$ cat src/rtl/history_window_counter_pkg.sv
`default_nettype none
// +--------------------------------------------------------------------------+
// | history_window_counter_pkg : default parameters and clog2 helper        |
// | Rev 1.0                                                                  |
// +--------------------------------------------------------------------------+
package history_window_counter_pkg;

  localparam int DEF_HIST_W = 32;
  localparam int DEF_WIN    = 3;
  localparam int DEF_THRESH = 2;

  function automatic int clog2(input int n);
    int r;
    for (r = 0; (1 << r) < n; r++) begin
    end
    return r;
  endfunction

endpackage
`default_nettype wire

$ cat src/rtl/history_window_counter_popcount.sv
`default_nettype none
// +--------------------------------------------------------------------------+
// | window_popcount : combinational WIN-bit popcount with threshold vote     |
// | Rev 1.0                                                                  |
// +--------------------------------------------------------------------------+
module window_popcount #(
  parameter int WIN    = 3,
  parameter int CNT_W  = 2,
  parameter int THRESH = 2
) (
  input  logic [WIN-1:0]   bits,
  output logic [CNT_W-1:0] cnt,
  output logic             vote
);

  localparam logic [31:0] C_THRESH = THRESH;

  logic [31:0] w_sum;

  always_comb begin
    w_sum = '0;
    for (int i = 0; i < WIN; i++) begin
      w_sum = w_sum + 32'(bits[i]);
    end
  end

  assign cnt  = w_sum[CNT_W-1:0];
  // Compare the full-width sum so THRESH > WIN simply never votes.
  assign vote = (w_sum >= C_THRESH);

endmodule
`default_nettype wire

$ cat src/rtl/history_window_counter.sv
`default_nettype none
// +--------------------------------------------------------------------------+
// | history_window_counter : sliding-window popcount over outcome history    |
// | Rev 1.0                                                                  |
// +--------------------------------------------------------------------------+
module history_window_counter
  import history_window_counter_pkg::*;
#(
  parameter  int HIST_W = DEF_HIST_W,
  parameter  int WIN    = DEF_WIN,
  parameter  int THRESH = DEF_THRESH,
  localparam int CNT_W  = clog2(WIN + 1),
  localparam int NWIN   = HIST_W - WIN + 1
) (
  input  logic                  clk,
  input  logic                  rst_n,
  input  logic                  upd_valid,
  input  logic                  upd_taken,
  input  logic                  clr,
  output logic [HIST_W-1:0]     hist,
  output logic [NWIN*CNT_W-1:0] win_cnt,
  output logic [NWIN-1:0]       win_vote,
  output logic                  out_valid,
  output logic                  hist_full
);

  localparam int                FILL_W   = clog2(HIST_W + 1);
  localparam logic [FILL_W-1:0] FILL_MAX = FILL_W'(HIST_W);

  logic [FILL_W-1:0]     r_fill;
  logic [FILL_W-1:0]     w_fill_nxt;
  logic                  r_pend;
  logic [NWIN*CNT_W-1:0] w_cnt;
  logic [NWIN-1:0]       w_vote;

  assign w_fill_nxt = (r_fill == FILL_MAX) ? r_fill : r_fill + 1'b1;

  // Window k spans hist[HIST_W-1-k -: WIN]; k=0 is the oldest window.
  for (genvar k = 0; k < NWIN; k++) begin : g_win
    window_popcount #(
      .WIN   (WIN),
      .CNT_W (CNT_W),
      .THRESH(THRESH)
    ) u_popcount (
      .bits(hist[HIST_W-1-k -: WIN]),
      .cnt (w_cnt[k*CNT_W +: CNT_W]),
      .vote(w_vote[k])
    );
  end

  always_ff @(posedge clk) begin
    if (!rst_n) begin
      hist      <= '0;
      r_fill    <= '0;
      hist_full <= 1'b0;
      r_pend    <= 1'b0;
      win_cnt   <= '0;
      win_vote  <= '0;
      out_valid <= 1'b0;
    end else begin
      if (clr) begin
        hist      <= '0;
        r_fill    <= '0;
        hist_full <= 1'b0;
      end else if (upd_valid) begin
        hist      <= HIST_W'({hist, upd_taken});
        r_fill    <= w_fill_nxt;
        hist_full <= (w_fill_nxt == FILL_MAX);
      end
      // A clear is published like an update so consumers see the zeroed state.
      r_pend    <= clr | upd_valid;
      out_valid <= r_pend;
      if (r_pend) begin
        win_cnt  <= w_cnt;
        win_vote <= w_vote;
      end
    end
  end

endmodule
`default_nettype wire

$ cat config.mk
export PLATFORM = sky130hd
export DESIGN_NAME = history_window_counter
export DESIGN_NICKNAME = d
export VERILOG_FILES = /design/src/rtl/history_window_counter_pkg.sv /design/src/rtl/history_window_counter_popcount.sv /design/src/rtl/history_window_counter.sv
export SDC_FILE = /design/constraint.sdc
export NUM_CORES = 1
export LEC_CHECK = 0
export BUFFER_PORTS_ARGS = -buffer_cell sky130_fd_sc_hd__buf_2
export CAP_MARGIN = 20
export CORE_MARGIN = 2
export CORE_UTILIZATION = 50
export CTS_CLUSTER_SIZE = 40
export DETAILED_ROUTE_END_ITERATION = 10
export PLACE_DENSITY = 0.75
export SYNTH_ARGS = -nofsm -noshare
export SYNTH_HDL_FRONTEND = slang
export SYNTH_HIERARCHICAL = 1
export SYNTH_SLANG_ARGS = --single-unit
$ cat constraint.sdc
create_clock -name clk -period 2.1 [get_ports clk]
set_input_delay 0.105 -clock clk [delete_from_list [all_inputs] [get_ports clk]]
set_output_delay 0.105 -clock clk [all_outputs]
set_load 0.01 [all_outputs]
==> results.yml <==
routing:
  via_per_inst: 5.01
  wl_met1_mm: 4.89
  wire_per_inst_um: 14.6
  drc_errors: 0
  vias: 3796
  drt_wl_total_mm: 11.1
  routed-wl-met3_um: 518
  met2WireLength_mm: 5.45
  dr.pass1.iters: 4
  first_iter_violations: 135
  ant_nets: 0
  top_layer_used: "met4"
sta:
  finalSetupViolCount: 0
  grt_setup_unrepaired: "false"
  whs_ns: 0.0507
  period_share_pct: 79.9
  tightest_slew_ns: 0.712
  drv_slew: 0
  clock_skew_ns: 0.00598
  period_needed_ns: 1.68
  relSlewSlack_pct: 52.5
  hold_viol: 0
  fmax_ghz: 0.596
  setup_tns_ns: 0
floorplanning:
  die_w_um: 112
  dieArea_um2: 12400
  start_util_pct: 50.9
  ios: 129
  row_count: 39
  fp.dieH_um: 112
  core-area_um2: 11400
synth:
  async_reset_ff_share_pct: 0
  synth_area_per_cell_um2: 11.4
  synth_edf_count: 0
  ys_types: 29
  syn-cell-area_um2: 5780
  synth_nets: 545
  ys_warn_count: 6
  synth_cells: 508
  ys_ff_latch: 131
  yosysSeqAreaShare_pct: 45.3
  synth_ff_type: "dfxtp_1"
placement:
  place_congestion: 0.770
  dp_hpwl_mm: 7.44
  port-buffer-count: 128
pwr:
  ir_worst_vdd_mv: 0.602
  power_density_nw_per_um2: 803
  finalPower_mw: 5.54
  leakagePower_nw: 3.25
clocking:
  htreeDepth: 4
  numCtsBuffers: 17
  insertion_delay_ns: 0.41
  cts_root_buf: "clkbuf_16"
  cts_sinks: 131
  cts_tree: "built"
  clkTransAtPathRegs_ns: 0.06
  cts.hold.buffers_added: 2
  ctsResizeCount: 0
  cts_max_path_buffers: 2
  postCtsSetupBuffers: 0
finish:
  area_growth_pct: 19.4
  drive_gt1_share_pct: 27.0
  n_antenna_cell: 0
  final_net_count: 640
  fin_util_pct: 60.7
job:
  cap_violations: 0
global_routing:
  grt_overflow_total: 0
  grt_max_degree: 93
  grt_util_all_layers_pct: 18.5
  antenna_found_initial: 0
  grt_pass1_vias: 3675
  grt_pass1_wl_mm: 18.4
worst_setup_path:
  path_class: "flip-flop to flip-flop"
  crit_fanout: 6
  critPathCaptureType: "flip-flop"
  arrival_ns: 2.04
  cp-start-kind: "flip-flop"
  worstPathRequired_ns: 2.46
status:
  status: "finished clean"
worst_hold_path:
  hold_path.class: "primary input to flip-flop"
==> routing by layer <==
layer  GRT usage (%)  vias up
met5               0        -
met4            8.81        0
met3            5.66       19
met2            29.3       93
met1            23.1     1851
li1                -     1833
==> synthesized netlist by cell type, types with 3 or more instances <==
cell type | number | area (um^2)
dfxtp_1 | 131 | 2620
mux2i_1 | 123 | 1230
nor2b_1 | 90 | 563
nor2_1 | 40 | 150
buf_4 | 32 | 240
fa_1 | 30 | 601
buf_2 | 18 | 90.1
clkbuf_1 | 8 | 30.0
inv_1 | 4 | 15.0
nand2_1 | 3 | 11.3
xnor2_1 | 3 | 26.3
==> worst paths after layout <==
check,start,to,slack (ns),depth (start not counted)
setup / recovery,r_fill[0],hist_full,0.42,5
hold / removal,upd_valid,r_fill[1],0.05,3
setup reg to reg,r_fill[0],hist_full,0.42,5
hold reg to reg,win_cnt[48],win_cnt[48],0.51,2
==> cell type report <==
type / count / area [um^2]
clock inverters: 4 / 45.0
fillers: 928 / 4470
inverters: 4 / 15.0
clock buffers: 26 / 529
multi-input cells: 313 / 2780
flip-flops and latches: 131 / 2630
well taps: 143 / 179
repair buffers: 136 / 731
==> report_power, final <==
group          internal (mW)  leakage [nW]  switching (mW)
logic                  0.104          1.90           0.109
registers               2.49          1.06          0.0147
clock network           1.83         0.288           0.994
total                   4.42          3.25            1.12
==> critical path, stage by stage, from the launching register on <==
cell and delay, ns:
dfxtp_1 0.44, inv_1 0.11, ha_1 0.33, or3b_1 0.39, a221oi_2 0.18, a31o_1 0.16
==> placed cells by master, fill, tap and decap left out, drive strengths merged <==
| cell type | n |
|---|---|
| a21oi | 2 |
| a221oi | 1 |
| a31o | 1 |
| and2 | 1 |
| buf | 134 |
| bufinv | 1 |
| clkbuf | 26 |
| clkinv | 3 |
| dfxtp | 131 |
| dlygate4sd3 | 2 |
| fa | 30 |
| ha | 2 |
| inv | 4 |
| maj3 | 1 |
| mux2i | 123 |
| nand2 | 3 |
| nand2b | 1 |
| nand3 | 2 |
| nand4 | 2 |
| nand4bb | 1 |
| nor2 | 40 |
| nor2b | 90 |
| nor3b | 2 |
| o21a | 1 |
| o21ai | 2 |
| o22ai | 2 |
| or3b | 1 |
| xnor2 | 3 |
| xor2 | 2 |
==> cells by family (layout without fill, tap and decap cells) <==
kind of cell / Yosys count / in the layout / share of synthesized area, %
AOI/OAI and AO/OA: 9 / 9 / 1.10
xor gates and xnor gates: 5 / 5 / 0.757
adders and majority gates: 33 / 33 / 11.0
buffers and inverters: 64 / 170 / 6.62
DFF: 131 / 131 / 45.3
muxes: 123 / 123 / 21.3
and+or+nand+nor: 143 / 143 / 13.9
==> state kept, by name, summed over array words and instances (netlist names) <==
name,flops
hist,32
win_cnt,60
r_pend,1
r_fill,6
win_vote,30
hist_full,1
out_valid,1
==> metrics by stage <==
stage / instance area, um^2 / std cells / worst slack [ns]
4_1_cts: 6900 / 757 / 0.451
2_1_floorplan: 5780 / 508 / 0.586
6_report: 6900 / 757 / 0.422
5_1_grt: 6900 / 757 / 0.335
3_3_place_gp: 6310 / 725 / 0.557
3_5_place_dp: 6310 / 725 / 0.469
Power figures use the tool's default switching activity.
